**src/rtl/dma_pkg.sv**
```systemverilog
// dma_pkg: shared FSM states, transfer mode encodings and index-width helper for dma_multi.
package dma_pkg;
  typedef enum logic [1:0] {IDLE, START, READ, WRITE} state_e;
  localparam logic [1:0] MODE_COPY = 2'b00;
  localparam logic [1:0] MODE_SWAP = 2'b01;
  localparam logic [1:0] MODE_FILL = 2'b10;
  function automatic int idx_w(input int n);
    return n > 1 ? $clog2(n) : 1;
  endfunction
endpackage

```
**src/rtl/dma_rr_arb.sv**
```systemverilog
// dma_rr_arb: round-robin arbiter searching from (last+1) mod N.
module dma_rr_arb
  import dma_pkg::*;
#(
  parameter int N  = 2,
  parameter int IW = idx_w(N)
) (
  input  logic [N-1:0]  req,
  input  logic [IW-1:0] last,
  output logic          valid,
  output logic [IW-1:0] index
);
  logic [IW-1:0] c;
  // Walk candidates farthest-first so the nearest requester after last wins.
  always_comb begin
    valid = |req;
    index = '0;
    c = '0;
    for (int i = N; i >= 1; i--) begin
      c = IW'((int'(last) + i) % N);
      if (req[c]) index = c;
    end
  end
endmodule

```
**src/rtl/dma_multi.sv**
```systemverilog
// dma_multi: multi-channel byte DMA (copy, swap-copy, optional fill when DMA_MULTI_FILL_EN is defined).
module dma_multi
  import dma_pkg::*;
#(
  parameter int CHANNELS  = 2,
  parameter int AW        = 16,
  parameter int LW        = 8,
  parameter int BLK_SHIFT = 4
) (
  input  logic                        clk,
  input  logic                        reset,
  input  logic                        rdy,
  input  logic [CHANNELS-1:0]         ctrl,
  input  logic [CHANNELS*AW-1:0]      src_addr,
  input  logic [CHANNELS*AW-1:0]      dst_addr,
  input  logic [CHANNELS*LW-1:0]      length,
  input  logic [CHANNELS*2-1:0]       mode,
  input  logic [7:0]                  fill,
  input  logic [7:0]                  din,
  output logic [AW-1:0]               addr,
  output logic [7:0]                  dout,
  output logic                        write,
  output logic [CHANNELS-1:0]         busy,
  output logic [CHANNELS-1:0]         done,
  output logic [idx_w(CHANNELS)-1:0]  active
);
  localparam int IW = idx_w(CHANNELS);
  localparam int CW = LW + BLK_SHIFT;
  state_e state_q, state_d;
  logic [CHANNELS-1:0] ctrl_q, pending_q, pending_d, done_q, done_d;
  logic [IW-1:0] active_q, active_d, last_q, last_d, gnt_idx;
  logic [AW-1:0] rd_q, rd_d, wr_q, wr_d, addr_q, addr_d;
  logic [CW-1:0] cnt_q, cnt_d;
  logic [7:0] dout_q, dout_d;
  logic write_q, write_d, fill_mode_q, fill_mode_d, gnt_valid;
  logic [1:0] ch_mode, eff_mode;
  logic swap, fill_sel;
  dma_rr_arb #(.N(CHANNELS), .IW(IW)) u_arb (
    .req(pending_q), .last(last_q), .valid(gnt_valid), .index(gnt_idx)
  );
  assign ch_mode  = mode[active_q*2 +: 2];
  assign eff_mode = ch_mode == 2'b11 ? MODE_COPY : ch_mode;
  assign swap     = eff_mode == MODE_SWAP;
  assign fill_sel = eff_mode == MODE_FILL;
`ifndef DMA_MULTI_FILL_EN
  logic unused_fill;
  assign unused_fill = ^{fill, fill_sel};
`endif
  always_comb begin
    busy = pending_q;
    for (int n = 0; n < CHANNELS; n++)
      if (state_q != IDLE && active_q == IW'(n)) busy[n] = 1'b1;
  end
  always_comb begin
    state_d = state_q;
    pending_d = pending_q | (ctrl & ~ctrl_q & ~busy);
    active_d = active_q;
    last_d = last_q;
    rd_d = rd_q;
    wr_d = wr_q;
    cnt_d = cnt_q;
    dout_d = dout_q;
    fill_mode_d = fill_mode_q;
    done_d = '0;
    if (rdy) begin
      case (state_q)
        IDLE: if (gnt_valid) begin
          state_d = START;
          active_d = gnt_idx;
          last_d = gnt_idx;
          pending_d[gnt_idx] = 1'b0;
        end
        START: begin
          cnt_d = CW'(length[active_q*LW +: LW]) << BLK_SHIFT;
          rd_d = swap ? dst_addr[active_q*AW +: AW] : src_addr[active_q*AW +: AW];
          wr_d = swap ? src_addr[active_q*AW +: AW] : dst_addr[active_q*AW +: AW];
`ifdef DMA_MULTI_FILL_EN
          fill_mode_d = fill_sel;
          if (fill_sel) dout_d = fill;
`else
          fill_mode_d = 1'b0;
`endif
          if (cnt_d == '0) begin
            state_d = IDLE;
            done_d[active_q] = 1'b1;
          end else state_d = fill_mode_d ? WRITE : READ;
        end
        READ: begin
          state_d = WRITE;
          dout_d = din;
        end
        default: begin
          rd_d = rd_q + AW'(1);
          wr_d = wr_q + AW'(1);
          cnt_d = cnt_q - CW'(1);
          if (cnt_q == CW'(1)) begin
            state_d = IDLE;
            done_d[active_q] = 1'b1;
          end else state_d = fill_mode_q ? WRITE : READ;
        end
      endcase
    end
    // Outputs are registered against the state being entered so they line up with it.
    addr_d = state_d == READ ? rd_d : state_d == WRITE ? wr_d : addr_q;
    write_d = state_d == WRITE;
  end
  always_ff @(posedge clk) begin
    if (reset) begin
      state_q <= IDLE;
      ctrl_q <= '0;
      pending_q <= '0;
      last_q <= IW'(CHANNELS - 1);
      active_q <= '0;
      rd_q <= '0;
      wr_q <= '0;
      cnt_q <= '0;
      addr_q <= '0;
      dout_q <= '0;
      write_q <= 1'b0;
      fill_mode_q <= 1'b0;
      done_q <= '0;
    end else begin
      state_q <= state_d;
      ctrl_q <= ctrl;
      pending_q <= pending_d;
      last_q <= last_d;
      active_q <= active_d;
      rd_q <= rd_d;
      wr_q <= wr_d;
      cnt_q <= cnt_d;
      addr_q <= addr_d;
      dout_q <= dout_d;
      write_q <= write_d;
      fill_mode_q <= fill_mode_d;
      done_q <= done_d;
    end
  end
  assign addr = addr_q;
  assign dout = dout_q;
  assign write = write_q;
  assign done = done_q;
  assign active = active_q;
endmodule

```
**config.mk**
```make
export PLATFORM = sky130hd
export DESIGN_NAME = dma_multi
export DESIGN_NICKNAME = d
export VERILOG_FILES = /design/src/rtl/dma_pkg.sv /design/src/rtl/dma_rr_arb.sv /design/src/rtl/dma_multi.sv
export SDC_FILE = /design/constraint.sdc
export NUM_CORES = 1
export LEC_CHECK = 0
export ABC_AREA = 0
export BUFFER_PORTS_ARGS = -buffer_cell sky130_fd_sc_hd__buf_2
export CELL_PAD_IN_SITES_DETAIL_PLACEMENT = 1
export CELL_PAD_IN_SITES_GLOBAL_PLACEMENT = 2
export CORE_MARGIN = 4
export CORE_UTILIZATION = 34
export CTS_BUF_LIST = sky130_fd_sc_hd__clkbuf_2 sky130_fd_sc_hd__clkbuf_4 sky130_fd_sc_hd__clkbuf_8
export CTS_CLUSTER_SIZE = 25
export DETAILED_ROUTE_END_ITERATION = 8
export PLACE_DENSITY = 0.93
export SLEW_MARGIN = 30
export SYNTH_ARGS = -nofsm -noshare
export SYNTH_HDL_FRONTEND = slang
export SYNTH_SLANG_ARGS = --single-unit
export TNS_END_PERCENT = 50
```
**constraint.sdc**
```tcl
create_clock -name clk -period 3.5 [get_ports clk]
set_input_delay 0.7 -clock clk [delete_from_list [all_inputs] [get_ports clk]]
set_output_delay 0.7 -clock clk [all_outputs]
set_load 0.01 [all_outputs]
```
==> reports/qor.yml <==
grt_pass1_wl_um: 29860
wl_per_cell_um: 19.77
p_sw_share_pct: 32.58
die_w_um: 131.9
hold_viol_final: 0
cts.path.max_buffers: 2
synth_edf_count: 0
clkSlewWorstSetupHoldPaths_ns: 0.09
reg2reg_from: "state_q[0]"
grt_pass1_vias: 5682
track_usage_pct: 21.06
whs_ns: 0.4665
power_per_cell_area_nw_per_um2: 355.3
wirelength_um: 18800
core_region_area_um2: 15150
crit_required_ns: 2.80
dpl.hpwl_um: 14310
worstSetupPathType: "flip-flop to output port"
worstHoldPathType: "flip-flop to flip-flop"
grt_antenna_before_repair: 1
utilization_pct: 40.86
ctsHoldBuffers: 0
p_switching_uw: 716.5
fin_area_um2: 6188
cts_root_buf: "clkbuf_8"
drv_slew: 0
cp-endpoint: "busy[1]"
place_area_um2: 5986
finalSetupTns_ns: 0
first_pass_iters: 4
syn_area_per_cell_um2: 8.029
critPathMaxStageDelay_ns: 0.57
startpoint_type: "flip-flop"
worstPathArrival_ns: 1.85
p_leak_uw: 0.002608
htreeDepth: 3
layout-drive-gt1-share_pct: 26.08
rsz0062_at_grt: "no"
fin_skew_ns: 0.01461
ys_types: 81
cts_resized: 0
numCtsBuffers: 9
syn-cell-area_um2: 5219
fp.dieH_um: 131.9
status: "complete, no violations"
min_period_over_period_pct: 72.85
fin_nets: 867
seqPwrFrac_pct: 44.9
routed_via_density: 5.860
gp_routability_congestion: 0.8857
pwr-share-clk_pct: 32.6
fmax_ghz: 0.3922
dieArea_um2: 17400
setup_violations: 0
cap_violations: 0
start_util_pct: 34.46
grt_overflow: 0
startpoint: "active"
ios: 135
synth_nets: 759
place_inst: 935
ff2ff_path_depth: 6
worst_pin_slew_ns: 0.7339
rows: 45
grt_max_degree: 37
instances_no_fill: 951
final.fill_count: 1891
num_antenna_cells: 0
synthArstFlopShare_pct: 0
critical-path-slowest-cell: "dfxtp_2"
crit_chain: "buf_4 -> o21ai_0 -> nand2b_1 -> buf_2"
synth_ff_type: "dfxtp_1"
path_max_fanout: 33
comb_power_share_pct: 22.5
slew-limit-headroom_pct: 50.45
crit_path_end_kind: "output port"
cts.sinks: 79
area_growth_pct: 18.58
ys.warnings.count: 0
netlist_instances: 650
vias: 5573
reg2reg_setup_slack_ns: 1.00
fin_crit_ns: 2.550
synth_seq_area_share_pct: 30.30
dr.first_iter.drc_count: 345
p_int_uw: 1483
cts_tree: "yes"
postCtsSetupBuffers: 0
peakVddDrop_mv: 0.1426
io_buffers: 126
ant_nets: 0
drc: 0
regToRegEndpoint: "addr[11]"
synth_seq_cells: 79
insertion_delay_ns: 0.38
## flip-flops by register name, indices dropped and copies added (netlist names)
name	flops
addr	16
rd_q	16
wr_q	16
cnt_q	12
dout	8
ctrl_q	2
done	2
pending_q	2
state_q	2
active	1
last_q	1
write	1
## through the flow
| stage | setup slack, ns | power (uW) |
|---|---|---|
| floorplan | 1.159 | 1312 |
| global placement | 0.6782 | 1477 |
| detailed placement | 0.6614 | 1497 |
| CTS | 0.9229 | 2218 |
| global route | 0.7909 | 2309 |
| finish | 0.9504 | 2199 |
## routing by layer
layer  wire, um  vias to the layer above  global-route usage (%)
met5          7                        -                       0
met4        494                        2                   8.576
met3       1342                       34                   5.000
met2       8669                      185                   34.38
met1       8284                     2707                   26.75
li1           -                     2645                       -
## cell type report
cell class | instances | area, um^2 | share of cell area [%]
clock buffers | 10 | 131.4 | 2.123
multi-input cells | 510 | 3334 | 53.88
repair buffers | 148 | 795.8 | 12.86
flip-flops and latches | 79 | 1583 | 25.58
well taps | 188 | 235.2 | 3.801
clock inverters | 6 | 71.32 | 1.152
inverters | 10 | 37.54 | 0.6066
## power groups by stage
stage	Sequential (uW)	Combinational, uW	Clock (uW)
floorplan	990	321	0
global placement	1000	474	0
detailed placement	1010	490	0
CTS	986	493	739
global route	994	542	774
finish	987	495	716
## synth_stat cells (9+ instances only)
cell type	count	share of area, %
mux2_2	19	4.1
buf_2	22	2.1
nand2_1	64	4.6
mux2i_1	50	9.6
a211oi_1	11	1.6
o211ai_1	11	1.6
nor4_1	12	1.4
a31oi_1	9	1.1
nor3_1	22	2.1
inv_1	9	0.65
nor2_1	63	4.5
clkbuf_1	18	1.3
a21oi_1	30	2.9
o21ai_0	26	2.5
nor2b_1	10	1.2
nand2b_1	10	1.2
nand3_1	43	4.1
dfxtp_1	79	30
## logic make-up after synthesis
group                    after synthesis  synth area share [%]
AO/OA/AOI/OAI                        160                 21.67
XOR/XNOR                               4                0.6714
adder cells (fa/ha/maj)                4                0.9590
buffers and inverters                 61                 5.802
flip-flops                            79                 30.30
multiplexers                          70                 14.12
AND/OR/NAND/NOR                      272                 26.47
## critical path, delay by kind of cell, from the launching register on
kind                   cells  cell delay, ns
flip-flops                 1            0.57
buffers and inverters      2            0.57
AO/OA/AOI/OAI              1            0.22
AND/OR/NAND/NOR            1            0.11
## placed cells by master, fill, tap and decap left out, types with 5 or more instances in the layout
cell type | Yosys | final
a31oi_1 | 9 | 9
mux2_2 | 19 | 19
and3_1 | 6 | 6
and2_1 | 6 | 6
dfxtp_1 | 79 | 78
inv_1 | 9 | 9
nand3_1 | 43 | 43
nor3_1 | 22 | 22
nor2b_1 | 10 | 10
a22oi_1 | 5 | 5
buf_4 | 3 | 22
nand2b_1 | 10 | 10
clkbuf_8 | 0 | 9
a211o_1 | 5 | 5
o211ai_1 | 11 | 11
nand2_1 | 64 | 64
mux2i_1 | 50 | 50
o21a_1 | 5 | 5
or3_1 | 6 | 6
o21ai_0 | 26 | 26
a221oi_1 | 5 | 5
nand3b_1 | 5 | 5
nor4_1 | 12 | 12
nor2_1 | 63 | 63
a21oi_1 | 30 | 30
a211oi_1 | 11 | 11
nand4_1 | 6 | 6
buf_2 | 22 | 126
## how the worst min path moves through the flow
| stage | cells past startpoint | to | start |
|---|---|---|---|
| 6_report | 2 | addr[10] | addr[10] |
| 5_1_grt | 2 | addr[13] | addr[13] |
| 4_1_cts | 2 | addr[10] | addr[10] |
| 3_5_place_dp | 2 | addr[13] | addr[13] |
| 3_3_place_gp | 2 | addr[13] | addr[13] |
| 2_1_floorplan | 2 | wr_q[13] | wr_q[13] |
Note: power is estimated with default switching activity, not from simulation.
